## config.mk

```make
export PLATFORM = sky130hd
export DESIGN_NAME = lr35902_oam_dma
export DESIGN_NICKNAME = d
export VERILOG_FILES = /design/src/rtl/lr35902_dma_pkg.sv /design/src/rtl/lr35902_dma_slot_ctr.sv /design/src/rtl/lr35902_oam_dma.sv
export SDC_FILE = /design/constraint.sdc
export NUM_CORES = 1
export LEC_CHECK = 0
export ABC_AREA = 1
export ABC_CLOCK_PERIOD_IN_PS = 1400
export CAP_MARGIN = 40
export CORE_ASPECT_RATIO = 0.6
export CORE_MARGIN = 1.5
export CORE_UTILIZATION = 40
export DETAILED_ROUTE_END_ITERATION = 12
export GPL_TIMING_DRIVEN = 0
export PLACE_DENSITY_LB_ADDON = 0.08
export SLEW_MARGIN = 25
export SYNTH_ARGS = -nofsm -noshare
export SYNTH_HDL_FRONTEND = slang
export SYNTH_HIERARCHICAL = 1
export SYNTH_SLANG_ARGS = --single-unit
```

## constraint.sdc

```tcl
create_clock -name clk -period 1.4 [get_ports clk]
set_input_delay 0.35 -clock clk [delete_from_list [all_inputs] [get_ports clk]]
set_output_delay 0.35 -clock clk [all_outputs]
set_load 0.01 [all_outputs]
```

## src/rtl/lr35902_dma_pkg.sv

```systemverilog
// Shared types and constants for the LR35902 OAM DMA controller.
package lr35902_dma_pkg;

  typedef enum logic [1:0] {
    IDLE  = 2'd0,
    START = 2'd1,
    XFER  = 2'd2
  } dma_state_t;

  localparam int unsigned OAM_LEN_DEFAULT = 160;
  localparam int unsigned CTR_W           = 4;

  localparam logic [7:0] ECHO_BASE    = 8'he0;
  localparam logic [7:0] ECHO_OFFSET  = 8'h20;
  localparam logic [7:0] HRAM_IO_PAGE = 8'hff;

  // Echo RAM (E0xx..FFxx source pages) folds back onto WRAM.
  function automatic logic [7:0] eff_src(input logic [7:0] s);
    return (s < ECHO_BASE) ? s : 8'(s - ECHO_OFFSET);
  endfunction

endpackage

```

## src/rtl/lr35902_dma_slot_ctr.sv

```systemverilog
// Modulo-BYTE_CYCLES slot counter, shared by the START slot and every XFER slot.
module lr35902_dma_slot_ctr
  import lr35902_dma_pkg::*;
#(
  parameter int unsigned BYTE_CYCLES = 4
) (
  input  logic clk,
  input  logic reset,
  input  logic clr,
  input  logic en,
  output logic last_cycle,
  output logic next_last
);

  logic [CTR_W-1:0] count;

  // Count through one slot, wrapping to 0 after the last cycle.
  always_ff @(posedge clk or posedge reset) begin
    if (reset) begin
      count <= '0;
    end else if (clr) begin
      count <= '0;
    end else if (en) begin
      count <= last_cycle ? '0 : count + CTR_W'(1);
    end
  end

  assign last_cycle = (count == CTR_W'(BYTE_CYCLES - 1));
  // Next cycle is the last one: lets the top register the OAM strobe in advance.
  assign next_last  = (count == CTR_W'(BYTE_CYCLES - 2));

endmodule

```

## src/rtl/lr35902_oam_dma.sv

```systemverilog
// OAM DMA controller and CPU bus arbiter for the LR35902 memory map.
// Optional feature macro: LR35902_OAM_DMA_CPU_BLOCK_EN (CPU access blocking while active).
module lr35902_oam_dma
  import lr35902_dma_pkg::*;
#(
  parameter int unsigned BYTE_CYCLES = 4,
  parameter int unsigned OAM_LEN     = OAM_LEN_DEFAULT
) (
  input  logic        clk,
  input  logic        reset,
  input  logic        reg_wr,
  input  logic [7:0]  reg_wdata,
  output logic [7:0]  reg_rdata,
  input  logic [15:0] cpu_adr,
  output logic        active,
  output logic        cpu_block,
  output logic [15:0] dma_adr,
  output logic        dma_rd,
  input  logic [7:0]  dma_rdata,
  output logic [7:0]  oam_adr,
  output logic [7:0]  oam_wdata,
  output logic        oam_we
);

  localparam logic [7:0] LAST_IDX = 8'(OAM_LEN - 1);

  dma_state_t state;
  logic [7:0] src;
  logic [7:0] idx;
  logic       last_cycle;
  logic       next_last;

  lr35902_dma_slot_ctr #(
    .BYTE_CYCLES(BYTE_CYCLES)
  ) u_slot_ctr (
    .clk       (clk),
    .reset     (reset),
    .clr       (reg_wr),
    .en        (state != IDLE),
    .last_cycle(last_cycle),
    .next_last (next_last)
  );

  // Transfer FSM; bus outputs are registered from the upcoming slot position.
  always_ff @(posedge clk or posedge reset) begin
    if (reset) begin
      state   <= IDLE;
      src     <= 8'hff;
      idx     <= 8'h00;
      active  <= 1'b0;
      dma_rd  <= 1'b0;
      dma_adr <= 16'h0000;
      oam_we  <= 1'b0;
      oam_adr <= 8'h00;
    end else if (reg_wr) begin
      // Start or restart: any slot in flight is abandoned here.
      state   <= START;
      src     <= reg_wdata;
      idx     <= 8'h00;
      active  <= 1'b1;
      dma_rd  <= 1'b0;
      dma_adr <= 16'h0000;
      oam_we  <= 1'b0;
      oam_adr <= 8'h00;
    end else begin
      oam_we  <= 1'b0;
      oam_adr <= 8'h00;
      case (state)
        IDLE: begin
        end
        START: begin
          if (last_cycle) begin
            state   <= XFER;
            idx     <= 8'h00;
            dma_rd  <= 1'b1;
            dma_adr <= {eff_src(src), 8'h00};
          end
        end
        XFER: begin
          if (last_cycle) begin
            if (idx == LAST_IDX) begin
              state   <= IDLE;
              idx     <= 8'h00;
              active  <= 1'b0;
              dma_rd  <= 1'b0;
              dma_adr <= 16'h0000;
            end else begin
              idx     <= idx + 8'd1;
              dma_adr <= {eff_src(src), idx + 8'd1};
            end
          end else if (next_last) begin
            oam_we  <= 1'b1;
            oam_adr <= idx;
          end
        end
        default: begin
          state <= IDLE;
        end
      endcase
    end
  end

  assign reg_rdata = src;
  // Source data is only sampled in the strobe cycle; zero otherwise.
  assign oam_wdata = oam_we ? dma_rdata : 8'h00;

`ifdef LR35902_OAM_DMA_CPU_BLOCK_EN
  // HRAM and IO stay reachable; everything else is owned by the DMA.
  assign cpu_block = active && (cpu_adr[15:8] != HRAM_IO_PAGE);
`else
  logic unused_cpu_adr;
  assign unused_cpu_adr = ^cpu_adr;
  assign cpu_block      = 1'b0;
`endif

endmodule
```

==> qor.csv <==
metric;value;unit
outcome;finished, violations left;
violations;negative setup slack;
syn_to_final_growth;51.5;%
clk_latency;290;ps
post-route-period-util;106;%
place_area;2780;sq um
grt_first_pass_wirelength;8.22;mm
clk_transition_reported_paths;80;ps
met3_usage;6.85;%
antenna_left;0;
critical_path_class;flip-flop to output pin;
crit_top_cell;buf_6;
drt-wirelength-per-cell;13.1;microns
hold_buffers;0;
finalSetupViolations;3;
pin_count;79;
fin_nets;371;
clock_skew;3.32;ps
p_total;3.14;mW
cts_made_buffers;5;
min_path_type;input port to async pin;
synthesis.area;2060;sq um
timing.rr.start;dma_adr[0];
power_frac_seq;45.1;%
arrival;1130;ps
coreArea;5000;sq um
die-height;58.6;microns
syn_nets;282;
gp_congestion;0.847;
fmax;0.676;GHz
yosysSeqAreaShare;50.2;%
initial_utilization;41.2;%
drv_cap;0;
endpoint;oam_wdata[4];
grt_setup_unrepaired;yes;
combPwrFrac;31.2;%
powerDensity;1000;nW/um^2
place_ws;-399;ps
top_usage_layer;met1;
antenna_found_initial;0;
peakVddDrop;0.000415;V
drt_iter0_drc;80;
yosys_warnings;6;
cpPeakStageDelay;400;ps
die_area;5610;sq um
holdWs;288;ps
cts_tree;built;
cts.sink_count;41;
fin_area;3130;sq um
r2r-end;dma_rd;
met1_usage;29.4;%
drc;0;
diodes;0;
syn_avg_cell_area;8.49;sq um
h-tree-depth;2;
p_int;2.06;mW
grt_pass1_vias;1686;
globalRouteMet2Util;27.4;%
fin_crit;1480;ps
setup_slack;-79.4;ps
drive_above_1_share;37.2;%
fp-row-count;20;
endpoint_kind;output pin;
ys_ff_latch;41;
p_sw;1.08;mW
track_usage;19.7;%
cts-root-buf;clkbuf_8;
p_leak;1.66;nW
dpl.hpwl;3.52;mm
die-width;95.7;microns
grt_max_degree;25;
postSynthCellCount;243;
overflow;0;
viasPerCell;4.51;
clkPwrFrac;23.7;%
crit_required;1050;ps
ys_types;27;
crit_fanout;7;
vias;1799;
port_buffers;61;
r2r_setup_slack;10;ps
wl;5.22;mm
drt_pass1_iterations;4;
r2r_cells;9;
finalHoldViolCount;0;
sw_frac_of_total;34.3;%
cp_slowest_cell;dfrtp_1;
crit_path_start_kind;flip-flop;
cp_cell_sequence;buf_8, buf_6, nand2_2, inv_2, buf_6;
crit_start;oam_we;
slew_violations;0;
cts.path.max_buffers;2;
==> timing repair <==
action / in CTS / in global routing
resized for setup: 107 / 45
endpoints found under the hold margin: 0 / 0
pin swaps: 3 / 16
buffers inserted: 12 / 6
cloned: 2 / 0
endpoints found under the setup margin: 68 / 34
==> flip-flops by register name, indices dropped and copies added, names as in the netlist <==
register          cells
active                1
dma_adr              16
dma_rd                1
oam_adr               8
oam_we                1
reg_rdata             8
state                 2
u_slot_ctr/count      4
==> cell usage after synthesis, drive strengths merged <==
cell type | instances | area, sq um
nor2 | 19 | 98.8
dfstp | 8 | 210
o22ai | 1 | 6.26
buf | 2 | 12.5
nand3 | 14 | 90.1
clkbuf | 2 | 7.51
nand4 | 3 | 18.8
a21oi | 2 | 10.0
nand2 | 86 | 398
conb | 1 | 3.75
nor3b | 1 | 7.51
o21ai | 20 | 130
xor2 | 1 | 8.76
inv | 42 | 158
dfrtp | 33 | 826
ha | 4 | 50.1
o211ai | 3 | 22.5
nor3 | 1 | 5.00
==> worst min-delay path by stage <==
stage | startpoint | end | slack (ps) | cells past startpoint
after floorplan | reset | u_slot_ctr/count[0] | 120 | 1
after CTS | reset | u_slot_ctr/count[0] | 290 | 2
final | reset | u_slot_ctr/count[3] | 290 | 2
after global placement | dma_rd | dma_rd | 460 | 2
after global routing | reset | u_slot_ctr/count[1] | 310 | 2
after detailed placement | dma_rd | dma_rd | 470 | 2
==> cell usage in the layout, fill, tap and decap left out, drive strengths merged <==
cell type,n
clkinv,2
nor3,1
nand2,87
dfrtp,33
conb,1
o211ai,3
buf,39
nor3b,1
ha,4
nor2,19
dfstp,8
nand3,15
a21oi,2
o22ai,1
nand4,3
xor2,1
inv,42
clkbuf,7
dlygate4sd2,27
o21ai,20
clkdlybuf4s50,17
==> worst max-delay path, delay by kind of cell (launching register included) <==
kind          cells  cell delay [ps]
simple gates      1               50
buf+inv           4              400
flops             1              400
==> power by group through the flow <==
stage / Combinational [mW] / Clock (mW) / Sequential [mW]
6_report: 0.979 / 0.744 / 1.41
3_3_place_gp: 0.728 / 0 / 1.41
5_1_grt: 1.08 / 0.835 / 1.43
4_1_cts: 0.841 / 0.774 / 1.40
2_1_floorplan: 0.449 / 0 / 1.42
3_5_place_dp: 0.749 / 0 / 1.41
==> cell type report <==
| type | count | area [sq um] |
|---|---|---|
| tap | 66 | 82.6 |
| clock inverter | 2 | 10.0 |
| timing repair buffer | 80 | 687 |
| sequential | 41 | 1040 |
| clock buffer | 6 | 72.6 |
| fill | 474 | 1880 |
| inverter | 42 | 168 |
| buffer | 4 | 31.3 |
| multi-input combinational | 158 | 1030 |
==> per-stage QoR <==
step / utilization (%) / instances / setup TNS (ps)
floorplan: - / 243 / 0
global placement: 55.1 / 370 / -34820
detailed placement: 55.6 / 371 / -12300
CTS: 58.3 / 393 / -414
global route: 62.5 / 399 / -1360
finish: 62.5 / 399 / -214
==> cell families after synthesis <==
group / synth area share (%)
simple gates: 30.0
buf+inv: 8.61
flops: 50.2
compound gates: 8.19
fa+ha+maj: 2.43
xor+xnor: 0.425
other cells: 0.182
==> per-layer routing <==
metal,up-vias,part of all wire [%]
li1,926,-
met1,834,52
met2,37,41
met3,2,6.3
met4,0,0.27
met5,-,0
Note: power is estimated with default switching activity, not from simulation.
